--- src/rtl/register_bank.sv ---
// Register bank with one write port and two registered read ports; entry 0 is hardwired to zero.
// Define REGBANK_BYPASS_EN to forward same-edge write data to a read of the address being written.
`ifndef ARCH_WIDTH
`define ARCH_WIDTH 32
`endif

module register_bank #(
    parameter int WIDTH  = `ARCH_WIDTH,
    parameter int DEPTH  = 16,
    parameter int ADDR_W = $clog2(DEPTH)
) (
    input  logic              clock,
    input  logic              clear,
    input  logic              hold,
    input  logic              we,
    input  logic [ADDR_W-1:0] waddr,
    input  logic [WIDTH-1:0]  wdata,
    input  logic              re,
    input  logic [ADDR_W-1:0] raddr_a,
    input  logic [ADDR_W-1:0] raddr_b,
    output logic [WIDTH-1:0]  rdata_a,
    output logic [WIDTH-1:0]  rdata_b,
    output logic              rvalid
);

    logic [WIDTH-1:0] r_mem [DEPTH];
    logic [WIDTH-1:0] r_rdata_a;
    logic [WIDTH-1:0] r_rdata_b;
    logic             r_rvalid;

    logic             w_write;
    logic             w_read;
    logic [WIDTH-1:0] w_read_a;
    logic [WIDTH-1:0] w_read_b;

    assign w_write = we && !hold && (waddr != '0);
    assign w_read  = re && !hold;

    // Address 0 reads as zero regardless of what the storage entry contains.
    always_comb begin
        w_read_a = (raddr_a == '0) ? '0 : r_mem[raddr_a];
        w_read_b = (raddr_b == '0) ? '0 : r_mem[raddr_b];
`ifdef REGBANK_BYPASS_EN
        if (w_write && (waddr == raddr_a)) begin
            w_read_a = wdata;
        end
        if (w_write && (waddr == raddr_b)) begin
            w_read_b = wdata;
        end
`endif
    end

    always_ff @(posedge clock or posedge clear) begin
        if (clear) begin
            for (int i = 0; i < DEPTH; i++) begin
                r_mem[i] <= '0;
            end
        end else if (w_write) begin
            r_mem[waddr] <= wdata;
        end
    end

    // Read data is only refreshed by an accepted read; otherwise the last result is held.
    always_ff @(posedge clock or posedge clear) begin
        if (clear) begin
            r_rdata_a <= '0;
            r_rdata_b <= '0;
            r_rvalid  <= 1'b0;
        end else if (!hold) begin
            r_rvalid <= re;
            if (w_read) begin
                r_rdata_a <= w_read_a;
                r_rdata_b <= w_read_b;
            end
        end
    end

    assign rdata_a = r_rdata_a;
    assign rdata_b = r_rdata_b;
    assign rvalid  = r_rvalid;

endmodule

--- config.mk ---
export PLATFORM = sky130hd
export DESIGN_NAME = register_bank
export DESIGN_NICKNAME = d
export VERILOG_FILES = /design/src/rtl/register_bank.sv
export SDC_FILE = /design/constraint.sdc
export NUM_CORES = 1
export LEC_CHECK = 0
export CELL_PAD_IN_SITES_DETAIL_PLACEMENT = 0
export CELL_PAD_IN_SITES_GLOBAL_PLACEMENT = 1
export CORE_MARGIN = 2
export CORE_UTILIZATION = 30
export CTS_BUF_LIST = sky130_fd_sc_hd__clkbuf_16
export DETAILED_ROUTE_END_ITERATION = 8
export PLACE_DENSITY = 0.62
export SYNTH_ARGS = -nofsm -noshare
export SYNTH_HDL_FRONTEND = slang
export SYNTH_SLANG_ARGS = --single-unit
export TNS_END_PERCENT = 5
--- constraint.sdc ---
create_clock -name clock -period 21 [get_ports clock]
set_clock_uncertainty 0.05 [all_clocks]
set_input_delay 3.15 -clock clock [delete_from_list [all_inputs] [get_ports clock]]
set_output_delay 3.15 -clock clock [all_outputs]
set_load 0.02 [all_outputs]
**Word-level counts from Yosys, hierarchy flattened**

Cells that the tools add are included.

- Bits in registers: 577
- Bits in latches: 0
- Bits in writable memories: 0
- Memory bits (read-only): 0
- Output and inout bits: 65
- Word-level logic and storage cells: 47
- Memories kept: 0

- Add/sub/neg operators: 0
- Multipliers: 0
- Div/mod/pow operators: 0
- $lt $le $gt $ge: 4
- Equality and inequality tests: 0
- Shifts and indexed selects: 0
- Mux-type cells: 11
- Bitwise operators: 4
- Reduce and logical (&&, ||, !) cells: 9

Operators by type and width:

| kind | count |
|---|---|
| 512-bit bitwise mux | 1 |
| 32-bit binary-select mux with 4-bit select | 2 |
| 32-bit two-way mux | 7 |
| 32-bit demux with 4-bit select | 1 |
| 5-bit greater-or-equal comparator (second input constant) | 3 |
| 4-bit NOT with 5-bit output | 3 |
| 4-bit logical NOT | 2 |
| 5-bit by 1-bit < comparator with 1-bit output (second input constant) | 1 |
| 1-bit logical AND | 4 |
| 4-bit nonzero test | 1 |
| 2-bit AND reduction | 1 |
| 1-bit logical NOT | 1 |
| 1-bit NOT | 1 |

**Logic depth before layout (Yosys ltp)**

- Depth after elaboration: 6
- Gate-level depth with buffers: 7
- Mapped depth without buffers: 4

**Least setup slack after synthesis**

OpenSTA, ideal clock, no wires.

- Path kind: input -> register
- From: input port raddr_a[2]
- To: register r_rdata_a[16], in the netlist rdata_a[16]
- Library setup time: 125 ps
- Arrival time: 4,356 ps
- Data required time: 20,825 ps
- Setup slack: 16,470 ps
- Cell stages on the path: 6
- Path buffers: 2
- Cell sequence: buf_2 > clkbuf_1 > mux4_2 > mux2_2 > nand2_1 > nand3_1

- Longest elaborated chain between the ends: 5
- Elaborated cells on any way between the ends: 6
- Classes of those cells: 4 x mux; 1 x bitwise; 1 x reduce/logical

RTL lines:

| item | RTL line | RTL |
|---|---|---|
| start: declaration | 19 | `input logic [ADDR_W-1:0] raddr_a,` |
| 4-bit NOT with 5-bit output (not written as such) | 41 | `w_read_a = (raddr_a == '0) ? '0 : r_mem[raddr_a];` |
| 32-bit binary-select mux with 4-bit select | 41 |  |
| 32-bit two-way mux (not written as such) (2 in series) | 41 |  |
| 32-bit two-way mux * | 41 |  |
| end signal: assignment | 72 | `r_rdata_a <= w_read_a;` |
| end: declaration | 27 | `logic [WIDTH-1:0] r_rdata_a;` |

Every way passes the cells marked *; elsewhere a longest branch is shown, timed or not. The select of a mux whose other input is x is not followed.
A chain may end at the register's enable or synchronous reset.

==> impl_results.md <==
* Core area at 98400 µm²
* Hold-fix buffers, CTS at 0
* GRT Residual Overflow at 0
* Setup total negative slack at 0 ns
* Die width at 319 µm
* Vias per cell at 5.42
* Area of the multi-input gates at 14300 µm²
* Initial antenna violation count at 4
* # clock sinks at 576
* Antenna-violating nets left at 0
* Worst Tran Pin Value at 1.16 ns
* TritonCTS buffer count at 69
* Fraction of layout cells with a size suffix above 1 at 0.361
* Max IR drop VDD at 58.9 µV
* Unrepaired setup endpoints after global routing: false
* Die Footprint at 102000 µm²
* Power density over the cells at 96.5 nW/µm²
* Slew HR at 0.227
* DRC Markers at 0
* Highest clock rate at 176 MHz
* Drt initial violations at 1426
* Vias in the first global route at 20333
* CTS max path bufs at 3
* Syn. warnings at 0
* Largest area contributor in the netlist: dfrtp_1
* Largest net degree at the start of global routing at 179
* Post-CTS Setup Bufs at 0
* Top post-synthesis cells by area: dfrtp_1 48%, mux2_2 17%, mux4_2 9.8%, mux2i_1 8.5%, a22oi_1 3.1%
* Hold slack at 0.343 ns
* First-pass GRT wire length at 135000 µm
* Yosys cell types at 33
* Final WL at 90800 µm
* 1st-pass router iterations at 5
* Number of H-tree levels at 3
* CP Launch Type: input pin
* Initial Utilization at 0.302
* Hold Fails Final Rpt at 0
* CTS tree: done
* Leakage at 0.0152 µW
* Gr usage total at 0.177
* Period Utilization, post-route at 0.270
* Storage cell area at 14400 µm²
* Outcome: finished, final reports clean
* Syn Nets at 2210
* Fillers at 9498
* Slew Viols, Final at 0
* Mapped Cells at 2161
* Syn Area/Cell at 13.8 µm²
* Vert. Die Dim at 319 µm
* Max-Cap Viols at 0
* DR WL/cell at 26.0 µm
* Nets at 2201
* Final setup violation count at 0
* Worst-Skew Late Latency at 0.62 ns
* Clock root buffer master: clkbuf_16
* Worst path required time at 21.55 ns
* Area added between synthesis and finish at 14.1%
* Final GP Congestion at 0.738
* Clk slew on worst S/H paths at 0.06 ns
* I/O pins at 114
* Register bit total from synthesis at 576
* HP Class: reg2reg
* Critical Path AT at 6.23 ns
* Synth top area share at 0.484
* Post-CTS sizing at 0
* Crit path time final at 5.67 ns
* Mapped Area at 29800 µm²
* Critical path class: in2async
* Worst-path fanout max at 125
* Row count at 115
* Port-buffer cells at 113
* Sequential element share of the synthesized area at 0.484
* CP endpoint kind: async pin
* Via Count at 18940
* Hpwl dp at 50200 µm
## state kept, by name, summed over array words and instances, names as in the netlist
| register | count |
|---|---|
| rvalid | 1 |
| rdata_b | 32 |
| rdata_a | 32 |
| r_mem | 511 |
## stage by stage
| step | cell area (µm²) | power [µW] | cells | worst slack [ns] | utilization |
|---|---|---|---|---|---|
| after floorplan | 29800 | 1920 | 2161 | 1.69 | - |
| final | 33900 | 3280 | 3496 | 15.33 | 0.345 |
| after CTS | 33900 | 3310 | 3494 | 15.21 | 0.345 |
| after detailed placement | 31800 | 2140 | 3368 | 14.56 | 0.323 |
| after global placement | 31800 | 2100 | 3368 | 14.64 | 0.323 |
| after global routing | 33900 | 3440 | 3496 | 14.84 | 0.345 |
## cell families after synthesis
kind of cell / after synthesis / share of synthesized area
muxes: 924 / 0.393
DFF: 576 / 0.484
AOI/OAI and AO/OA: 130 / 0.0327
and+or+nand+nor: 295 / 0.0491
buffers and inverters: 236 / 0.0405
## area by class of cell
class,count,share of cell area
sequential,576,0.425
multi-input combinational,1349,0.420
clock buffer,69,0.0509
tap,1287,0.0474
timing repair buffer,155,0.0429
clock inverter,57,0.0133
inverter,1,0.000332
antenna,2,0.000147
## routing by layer
metal  routed length (µm)  GRT usage  share of wire
met5                   23          0        0.00025
met4                 2430     0.0587          0.027
met3                 5010     0.0341          0.055
met2                42500      0.283           0.47
met1                40800      0.242           0.45
## cell usage after synthesis
cell and n:
mux2_2 451, and2_0 2, inv_1 1, buf_4 21, nand4b_4 1, buf_2 65
clkbuf_1 121, nand4_1 62, nand2b_1 3, o21ai_0 1, mux4_2 130, nand2_1 137
mux2i_1 252, o21ai_1 1, a22oi_1 124, nand3b_1 2, nand3_1 62, a32oi_1 2
buf_1 6, clkbuf_2 1, mux2_1 51, nor3_1 6, buf_6 21, mux2_4 40
nor3b_2 2, or3_1 1, nor2b_1 8, a211oi_1 2, dfrtp_1 576, nor2_1 4
and3_1 2, and4bb_2 2, nor4b_2 1
## layout by cell type (no fill, tap or decap), types with 6 or more instances in the layout
cell,n
nand2_1,129
mux2_4,40
nor2b_4,6
mux2_1,51
a22oi_1,124
clkdlybuf4s50_1,105
nand2_2,6
nand4_1,62
mux2_2,451
clkbuf_16,69
dfrtp_1,576
inv_1,14
clkinv_2,10
mux4_2,130
clkinv_1,16
mux2i_1,252
buf_4,42
nand3_1,62
## where the power goes
part | total [µW] | leakage, µW | internal (µW) | switching, µW
clock | 1160 | 0.00111 | 666 | 496
combinational | 638 | 0.00666 | 363 | 274
sequential | 1480 | 0.00741 | 1320 | 160
total | 3280 | 0.0152 | 2350 | 931
## worst max-delay path, cell delays in order
cell and delay (ns):
clkdlybuf4s50_1 0.49, inv_8 0.62, buf_4 0.93, buf_4 0.83
## final timing paths
check	from	to	slack (ns)	cells past startpoint
min reg2reg	r_mem[493]	r_mem[493]	0.34	0
min	r_mem[493]	r_mem[493]	0.34	0
max in group clock	raddr_a[1]	rdata_a[28]	15.59	7
max reg2reg	r_mem[313]	rdata_b[25]	19.45	4
min in group asynchronous	clear	r_mem[189]	3.10	2
max	clear	rdata_a[14]	15.33	4
Power figures use the tool's default switching activity.
